===== config.mk =====
export PLATFORM = sky130hd
export DESIGN_NAME = qspi_io_shifter
export DESIGN_NICKNAME = d
export VERILOG_FILES = /design/src/rtl/qspi_io_shifter.sv
export SDC_FILE = /design/constraint.sdc
export NUM_CORES = 1
export LEC_CHECK = 0
export ABC_AREA = 1
export BUFFER_PORTS_ARGS = -buffer_cell sky130_fd_sc_hd__buf_2
export CORE_ASPECT_RATIO = 2
export CORE_MARGIN = 1.5
export CORE_UTILIZATION = 45
export DETAILED_ROUTE_END_ITERATION = 7
export GPL_ROUTABILITY_DRIVEN = 0
export HOLD_SLACK_MARGIN = 0.08
export MAX_ROUTING_LAYER = met4
export PLACE_DENSITY = 0.65
export SKIP_LAST_GASP = 1
export SYNTH_ARGS = -nofsm -noshare
export SYNTH_HDL_FRONTEND = slang
export SYNTH_SLANG_ARGS = --single-unit

===== constraint.sdc =====
create_clock -name sys_clk -period 2.4 [get_ports sys_clk]
set_clock_uncertainty 0.2 [all_clocks]
set_input_delay 0.12 -clock sys_clk [delete_from_list [all_inputs] [get_ports sys_clk]]
set_output_delay 0.12 -clock sys_clk [all_outputs]
set_load 0.01 [all_outputs]

===== src/rtl/qspi_io_shifter.sv =====
// qspi_io_shifter
//    Byte-oriented SPI / quad-SPI master shift engine. Each accepted byte is
//    shifted MSB first on one lane (8 sck periods) or on four lanes
//    (2 sck periods). Read bytes are returned with a one-cycle rx_valid pulse.
//    sck is mode 0 (idle low). Lanes are sampled on the sck rising edge and
//    updated on the sck falling edge.
//
// Parameter
//    CLK_DIV   sys_clk cycles per sck half-period, 1..255
//
// Ports
//    sys_clk, sys_rst_n           clock, async active-low reset
//    tx_valid/tx_ready            byte request handshake
//    tx_data, tx_quad, tx_dir,    byte, lane mode, direction (1 = read)
//    tx_last                      and release cs_n after this byte
//    rx_valid, rx_data            received byte, one-cycle pulse
//    sck, cs_n                    SPI clock and chip select
//    sio_o, sio_oe, sio_i         per-lane value / enable / sampled pin
//    busy                         transfer engine not idle
//
// Build option
//    QSPI_SIO_TRISTATE_EN: replaces sio_o/sio_oe/sio_i with inout sio[3:0]
//    driven from the same registers; timing is unchanged.
//
// State  | meaning
// IDLE   | cs_n high, ready for the first byte of a frame
// LEAD   | cs_n low, first bit(s) on the lanes, one half-period before sck rises
// SHIFT  | sck toggling on each divider tick
// WAIT   | byte done, cs_n held low, sck low, waiting for the next byte
// TRAIL  | last byte done, one half-period with sck low before cs_n rises
// GAP    | cs_n high for at least one half-period before IDLE
module qspi_io_shifter #(
   parameter int CLK_DIV = 2
) (
   input  logic       sys_clk,
   input  logic       sys_rst_n,
   input  logic       tx_valid,
   output logic       tx_ready,
   input  logic [7:0] tx_data,
   input  logic       tx_quad,
   input  logic       tx_dir,
   input  logic       tx_last,
   output logic       rx_valid,
   output logic [7:0] rx_data,
   output logic       sck,
   output logic       cs_n,
`ifdef QSPI_SIO_TRISTATE_EN
   inout  wire  [3:0] sio,
`else
   output logic [3:0] sio_o,
   output logic [3:0] sio_oe,
   input  logic [3:0] sio_i,
`endif
   output logic       busy
);

   typedef enum logic [2:0] {
      S_IDLE, S_LEAD, S_SHIFT, S_WAIT, S_TRAIL, S_GAP
   } state_t;

   localparam logic [7:0] DIV_LAST = 8'(CLK_DIV - 1);

   state_t     r_state, w_state_nxt;
   logic [7:0] r_div_cnt;
   logic       r_sck, r_cs_n, r_rx_valid;
   logic [7:0] r_rx_data, r_tx_sr, r_rx_sr;
   logic [3:0] r_sio_o, r_sio_oe, r_bit_cnt;
   logic       r_quad, r_dir, r_last;

   logic       w_active, w_tick;
   logic       w_load, w_rise, w_shift, w_byte_end, w_cs_release;
   logic [7:0] w_tx_next;
   logic [3:0] w_sio_i;

   // Single mode keeps HOLD#/WP# high and leaves lane 1 as the MISO input.
   function automatic logic [3:0] f_lane_o(input logic [7:0] b, input logic q, input logic d);
      if (q) return d ? 4'b0000 : b[7:4];
      else   return {2'b11, 1'b0, d ? 1'b0 : b[7]};
   endfunction

   function automatic logic [3:0] f_lane_oe(input logic q, input logic d);
      if (q) return d ? 4'b0000 : 4'b1111;
      else   return 4'b1101;
   endfunction

   assign w_active  = (r_state == S_LEAD) || (r_state == S_SHIFT) ||
                      (r_state == S_TRAIL) || (r_state == S_GAP);
   assign w_tick    = w_active && (r_div_cnt == DIV_LAST);
   assign w_tx_next = r_quad ? {r_tx_sr[3:0], 4'b0000} : {r_tx_sr[6:0], 1'b0};

   always_ff @(posedge sys_clk or negedge sys_rst_n) begin
      if (!sys_rst_n) r_state <= S_IDLE;
      else            r_state <= w_state_nxt;
   end

   always_comb begin
      w_state_nxt  = r_state;
      tx_ready     = 1'b0;
      w_load       = 1'b0;
      w_rise       = 1'b0;
      w_shift      = 1'b0;
      w_byte_end   = 1'b0;
      w_cs_release = 1'b0;
      case (r_state)
         S_IDLE, S_WAIT: begin
            tx_ready = 1'b1;
            if (tx_valid) begin
               w_load      = 1'b1;
               w_state_nxt = S_LEAD;
            end
         end
         S_LEAD: begin
            if (w_tick) begin
               w_rise      = 1'b1;
               w_state_nxt = S_SHIFT;
            end
         end
         S_SHIFT: begin
            if (w_tick) begin
               if (!r_sck) begin
                  w_rise = 1'b1;
               end else if (r_bit_cnt != 4'd0) begin
                  w_shift = 1'b1;
               end else begin
                  w_byte_end = 1'b1;
                  // A byte offered after the last one belongs to the next
                  // frame, so it is not taken while the frame is closing.
                  tx_ready = !r_last;
                  if (r_last) begin
                     w_state_nxt = S_TRAIL;
                  end else if (tx_valid) begin
                     w_load = 1'b1;
                  end else begin
                     w_state_nxt = S_WAIT;
                  end
               end
            end
         end
         S_TRAIL: begin
            if (w_tick) begin
               w_cs_release = 1'b1;
               w_state_nxt  = S_GAP;
            end
         end
         S_GAP: begin
            if (w_tick) w_state_nxt = S_IDLE;
         end
         default: w_state_nxt = S_IDLE;
      endcase
   end

   always_ff @(posedge sys_clk or negedge sys_rst_n) begin
      if (!sys_rst_n) begin
         r_div_cnt  <= 8'd0;
         r_sck      <= 1'b0;
         r_cs_n     <= 1'b1;
         r_rx_valid <= 1'b0;
         r_rx_data  <= 8'h00;
         r_tx_sr    <= 8'h00;
         r_rx_sr    <= 8'h00;
         r_sio_o    <= 4'b0000;
         r_sio_oe   <= 4'b0000;
         r_bit_cnt  <= 4'd0;
         r_quad     <= 1'b0;
         r_dir      <= 1'b0;
         r_last     <= 1'b0;
      end else begin
         r_rx_valid <= 1'b0;
         r_div_cnt  <= (w_active && !w_tick) ? r_div_cnt + 8'd1 : 8'd0;
         if (w_load) begin
            r_tx_sr   <= tx_data;
            r_quad    <= tx_quad;
            r_dir     <= tx_dir;
            r_last    <= tx_last;
            r_bit_cnt <= tx_quad ? 4'd2 : 4'd8;
            r_cs_n    <= 1'b0;
            r_sio_o   <= f_lane_o(tx_data, tx_quad, tx_dir);
            r_sio_oe  <= f_lane_oe(tx_quad, tx_dir);
         end
         if (w_rise) begin
            r_sck     <= 1'b1;
            r_rx_sr   <= r_quad ? {r_rx_sr[3:0], w_sio_i} : {r_rx_sr[6:0], w_sio_i[1]};
            r_bit_cnt <= r_bit_cnt - 4'd1;
         end
         if (w_shift) begin
            r_sck   <= 1'b0;
            r_tx_sr <= w_tx_next;
            r_sio_o <= f_lane_o(w_tx_next, r_quad, r_dir);
         end
         if (w_byte_end) begin
            r_sck <= 1'b0;
            if (r_dir) begin
               r_rx_valid <= 1'b1;
               r_rx_data  <= r_rx_sr;
            end
         end
         if (w_cs_release) begin
            r_cs_n   <= 1'b1;
            r_sio_oe <= 4'b0000;
            r_sio_o  <= 4'b0000;
         end
      end
   end

   assign sck      = r_sck;
   assign cs_n     = r_cs_n;
   assign rx_valid = r_rx_valid;
   assign rx_data  = r_rx_data;
   assign busy     = (r_state != S_IDLE);

`ifdef QSPI_SIO_TRISTATE_EN
   for (genvar k = 0; k < 4; k++) begin : g_pad
      assign sio[k] = r_sio_oe[k] ? r_sio_o[k] : 1'bz;
   end
   assign w_sio_i = sio;
`else
   assign sio_o   = r_sio_o;
   assign sio_oe  = r_sio_oe;
   assign w_sio_i = sio_i;
`endif

endmodule


**After elaboration in Yosys (flattened, before gate mapping)**

Cells that the tools add are included.

- Logic and storage cells: 109
- Register bits: 52
- Output and inout bits: 21

- Equality and inequality tests: 14
- Reduce and logical (&&, ||, !) cells: 18
- Muxes and demuxes: 61
- Add/sub/neg operators: 2

Operators by type and width:

| kind | number |
|---|---|
| 2-to-1 mux 4 bit | 14 |
| 2-to-1 mux 1 bit | 29 |
| 2-to-1 mux 3 bit | 9 |
| 2-to-1 mux 8 bit | 3 |
| one-hot mux 3 bit (5 select lines) | 1 |
| 2-to-1 mux 7 bit | 2 |
| != test 2 bit (second input constant) | 7 |
| nonzero test 3 bit | 3 |
| adder 8 x 1 -> 8 bit (second input constant) | 1 |
| == test 8 x 1 -> 1 bit (second input constant) | 1 |
| AND reduction 8 bit | 1 |
| == test 3 x 2 -> 1 bit (second input constant) | 2 |
| == test 3 bit (second input constant) | 2 |
| one-hot mux 1 bit (2 select lines) | 3 |
| nonzero test 2 bit | 3 |
| nonzero test 4 bit | 1 |
| subtractor 4 x 1 -> 4 bit (second input constant) | 1 |
| == test 3 x 1 -> 1 bit (second input constant) | 1 |
| zero test 3 bit | 1 |
| logical OR 1 bit | 3 |
| != test 3 bit (second input constant) | 1 |
| logical AND 1 bit | 2 |
| zero test 1 bit | 2 |
| AND reduction 2 bit | 1 |
| OR reduction 2 bit | 1 |

**Depth between registers and ports, before layout**

- Word-level depth: 10
- Depth in mapped cells: 11

**Worst setup path before layout**

OpenSTA, ideal clock, no wires.

- Path type: reg-to-reg
- Start point: register r_div_cnt[1]
- End point: register r_rx_data[5] (netlist: rx_data[5])
- Stages on the path, launching flop included: 11
- Required time: 2079 ps
- Arrival: 1433 ps
- Clock period less this slack: 1753 ps
- Setup slack: 647 ps
- Cell sequence: dfrtp_1 > inv_1 > ha_1 > nand2_1 > nor2_4 > nand2_2 > inv_1 > nand4_2 > buf_2 > nand2_1 > o21ai_1

- Word-level cells in the longest chain between the ends: 5

Ends and longest elaborated chain:

| what | RTL line | RTL |
|---|---|---|
| start, declared | 64 | `logic [7:0] r_div_cnt;` |
| start signal, assigned | 169 | `r_div_cnt <= (w_active && !w_tick) ? r_div_cnt + 8'd1 : 8'd0;` |
| == test 8 x 1 -> 1 bit | 88 | `assign w_tick = w_active && (r_div_cnt == DIV_LAST);` |
| logical AND 1 bit | 88 |  |
| 2-to-1 mux 1 bit | 119 | `if (w_tick) begin` |
| 2-to-1 mux 1 bit | 104 | `case (r_state)` |
| AND reduction 2 bit (no line) | - |  |
| end signal, assigned | 194 | `r_rx_data <= r_rx_sr;` |
| end, declared | 66 | `logic [7:0] r_rx_data, r_tx_sr, r_rx_sr;` |

Every way passes these cells.
A chain may end at the register's enable or synchronous reset.

**Final worst setup path**

- Start point: register r_bit_cnt[0]
- End point: output port tx_ready

- Word-level cells in the longest chain between the ends: 5

Ends and longest elaborated chain:

| what | RTL line | RTL |
|---|---|---|
| start, declared | 67 | `logic [3:0] r_sio_o, r_sio_oe, r_bit_cnt;` |
| start signal, assigned | 175 | `r_bit_cnt <= tx_quad ? 4'd2 : 4'd8;` |
| start signal, assigned | 183 | `r_bit_cnt <= r_bit_cnt - 4'd1;` |
| nonzero test 4 bit | 122 | `end else if (r_bit_cnt != 4'd0) begin` |
| 2-to-1 mux 1 bit | 122 |  |
| 2-to-1 mux 1 bit | 120 | `if (!r_sck) begin` |
| 2-to-1 mux 1 bit | 119 |  |
| one-hot mux 1 bit (2 select lines) | 104 |  |
| end, declared | 38 | `output logic tx_ready,` |

Every way passes these cells.

==> summary.md <==
| Metric | Value |
|---|---|
| Placed insts | `418` |
| Core area | `5612 um^2` |
| Status | `finished, final reports clean` |
| Synth area leader | `dfrtp_1` |
| P_leak | `1.617 nW` |
| Dominant cells by area after synthesis | `dfrtp_1 (47%), nand2_1 (14%), o21ai_0 (4.6%), inv_1 (4.5%), nor2_1 (3.6%)` |
| RSZ-0062 raised after global routing | `false` |
| Nets | `400` |
| Layout cell share with drive strength beyond 1 | `0.1868` |
| Rel. slew slack | `0.5766` |
| Max incr delay on CP | `0.36 ns` |
| Initial DRC Count | `68` |
| CP Buf/Inv Count | `2` |
| Synth-to-Final Area Change | `21.63%` |
| Gr usage total | `0.1973` |
| Yosys warnings | `0` |
| CTS tree | `yes` |
| TritonCTS Buffers | `5` |
| Final non-filler cell total | `441` |
| Die W | `56.66 um` |
| Post-synthesis mux area share | `0.003863` |
| Worst hold-check path type | `primary input to flip-flop` |
| Sink Count | `50` |
| Die height | `110.3 um` |
| N_diodes | `0` |
| Routed Antenna Nets | `0` |
| Post-CTS Setup Inserts | `0` |
| Cells after Synth | `324` |
| Largest family of logic cells by synthesized area | `simple AND/OR/NAND/NOR gates` |
| Post-Synth Simple-Gate Area | `0.2747` |
| CP Capture Type | `primary output` |
| Final Cycle Share | `0.9119` |
| Synth Register Bits | `50` |
| DRC Markers | `0` |
| Final core utilization | `0.5617` |
| Crit path kind | `flip-flop to primary output` |
| Max stage delay cell, worst path | `dfrtp_1` |
| Netlist cell types | `38` |
| Synth top area share | `0.4732` |
| CP Launch Type | `flip-flop` |
| Detailed Place HPWL | `4067 um` |
| Routed vias | `2271` |
| Cell family with most CP delay | `simple AND/OR/NAND/NOR gates` |
| Reg clk slew, reported paths | `0.06 ns` |
| Initial DRT Pass Iterations | `4` |
| Tmin final | `2.189 ns` |
| Max-cap violations | `0` |
| Mapped Area | `2591 um^2` |
| Io pins | `39` |
| Effective utilization at floorplan | `0.4618` |
| Fmax | `0.4569 GHz` |
| Post-synthesis sequential area ratio | `0.4833` |
| Clock Tree Buf Depth | `2` |
| H-Tree Level Count | `2` |
| Initial antenna violation count | `0` |
| WL final | `5540 um` |
| PortBufs | `38` |
| Vias in the first global route | `2178` |
| Post-Syn Nets | `345` |
| Avg Cell Area, Syn | `7.998 um^2` |
| CP max FO | `4` |
| Via density | `5.150` |
| Synth Area in XOR/XNOR | `0.006760` |
| Power per cell area | `1174 nW/um^2` |
| Required time of the critical path | `2.08 ns` |
| Crit path arrival time | `1.87 ns` |
| Total power | `3.702 mW` |
| Final Hold Viols | `0` |
| Num rows | `39` |
| Die area | `6250 um^2` |
| Slew Viols, Final | `0` |
| Setup violations, final | `0` |
| Worst skew pair latency | `0.28 ns` |
| Clk root buf | `clkbuf_16` |
| Critical-path cell list | `inv_1 > ha_1 > nand2_1 > nor2_2 > nand3_2 > o31ai_1 > buf_2` |
| Setup TNS | `0 ns` |
| GR Overflow Total | `0` |
| First-pass GRT wire length | `9646 um` |
| Peak supply drop | `0.001052 V` |
| Synth Area in Compound Gates | `0.1410` |
| Largest net degree at the start of global routing | `30` |
| Avg WL per Cell | `12.56 um` |
| Slew @ Worst Pin | `0.6351 ns` |
| Adder-cell area share of the yosys netlist | `0.01449` |
area by class of cell:
type	count	area, um^2
tap	61	76.32
fill	534	2460
clock buffer	5	125.1
sequential	50	1252
multi-input combinational	229	1142
timing repair buffer	58	377.9
clock inverter	3	45.04
inverter	35	132.6
stage by stage:
| stage | area (um^2) | setup slack [ns] | hold slack [ns] |
|---|---|---|---|
| 2_1_floorplan | 2591 | 0.6468 | -0.3756 |
| 3_3_place_gp | 2831 | 0.3843 | -0.02178 |
| 3_5_place_dp | 2831 | 0.2861 | -0.01948 |
| 4_1_cts | 3152 | 0.2658 | 0.1055 |
| 5_1_grt | 3152 | 0.09628 | 0.1688 |
| 6_report | 3152 | 0.2114 | 0.09840 |
report_power, final:
| part | internal [mW] | total, mW | leakage [nW] | switching [mW] |
|---|---|---|---|---|
| logic | 0.540 | 1.56 | 0.897 | 1.02 |
| clock network | 0.491 | 0.789 | 0.0760 | 0.298 |
| registers | 1.15 | 1.35 | 0.644 | 0.199 |
| total | 2.18 | 3.70 | 1.62 | 1.52 |
timing repair:
action	CTS	global route
hold endpoints to repair	47	0
gates resized for setup	0	0
hold buffers	15	0
synth_stat cells:
master	n
a21oi_2	1
nand3_2	1
o21bai_2	1
nand4_1	4
nor2_4	2
nand2_2	2
dfrtp_1	49
o21ai_1	15
o31ai_1	1
nand4_2	1
nor3_1	5
buf_2	2
a21boi_0	1
o21ai_2	1
dfstp_2	1
nand3_1	17
o2111ai_1	1
buf_6	2
nand2_4	2
clkbuf_2	1
inv_2	3
nor2_2	3
ha_1	3
nand3_4	1
inv_1	31
nor2_1	25
clkbuf_1	3
xor2_1	2
o21ai_0	24
or2_0	1
nor3b_1	1
mux2i_1	1
nand2_1	94
o211ai_1	8
a22oi_1	1
a21oi_1	10
clkinv_2	1
buf_4	2
kinds of logic (layout without fill, tap and decap cells):
family,after synthesis,count (layout)
and+or+nand+nor,159,159
adders and majority gates,3,3
xor gates and xnor gates,2,2
DFF,50,50
buffers and inverters,45,101
AOI/OAI and AO/OA,64,64
muxes,1,1
layer usage:
metal / routed length [um] / vias up / global-route usage
met3: 173 / 4 / 0.02217
met4: 53 / 0 / 0.05782
li1: - / 1166 / -
met5: 0 / - / -
met2: 2774 / 47 / 0.3322
met1: 2539 / 1054 / 0.2498
flip-flops by register name (all words and copies together) (netlist names):
| name | cells |
|---|---|
| cs_n | 1 |
| rx_data | 8 |
| r_rx_sr | 8 |
| r_tx_sr | 7 |
| r_dir | 1 |
| r_state | 3 |
| r_quad | 1 |
| r_bit_cnt | 4 |
| sio_oe | 2 |
| sck | 1 |
| rx_valid | 1 |
| sio_o | 4 |
| r_last | 1 |
| r_div_cnt | 8 |
final timing paths:
check,cells after the start,endpoint,slack [ns],start
worst max-delay path,7,tx_ready,0.21,r_bit_cnt[0]$_DFFE_PN0P_
worst min-delay path,7,sio_o[3]$_DFFE_PN0P_,0.1,tx_data[7]
worst max register to register,9,sio_o[1]$_DFFE_PN0P_,0.26,r_bit_cnt[0]$_DFFE_PN0P_
worst min register to register,2,cs_n$_DFFE_PN1P_,0.26,cs_n$_DFFE_PN1P_
max in group asynchronous,3,cs_n$_DFFE_PN1P_,1.12,sys_rst_n
min in group asynchronous,2,rx_data[7]$_DFFE_PN0P_,0.20,sys_rst_n
worst reg2reg max path, cell delays in order, from the launching register on:
cell,delay (ns)
dfrtp_1,0.36
inv_1,0.11
ha_1,0.22
nand2_1,0.11
nor2_2,0.16
nand3_2,0.14
o21bai_2,0.40
nor2_2,0.18
nand3_1,0.11
nand2_1,0.06
cells in the final DEF, fill, tap and decap left out, drive strengths merged, types with 2 or more instances in the layout:
cell,Yosys,layout
nand2,98,98
dfrtp,49,49
buf,6,43
o21ai,40,40
inv,34,34
nor2,30,30
nand3,19,19
dlygate4sd3,0,15
a21oi,11,11
o211ai,8,8
nor3,5,5
clkbuf,4,5
nand4,5,5
ha,3,3
xor2,2,2
clkinvlp,0,2
(Power assumes the default switching activity.)
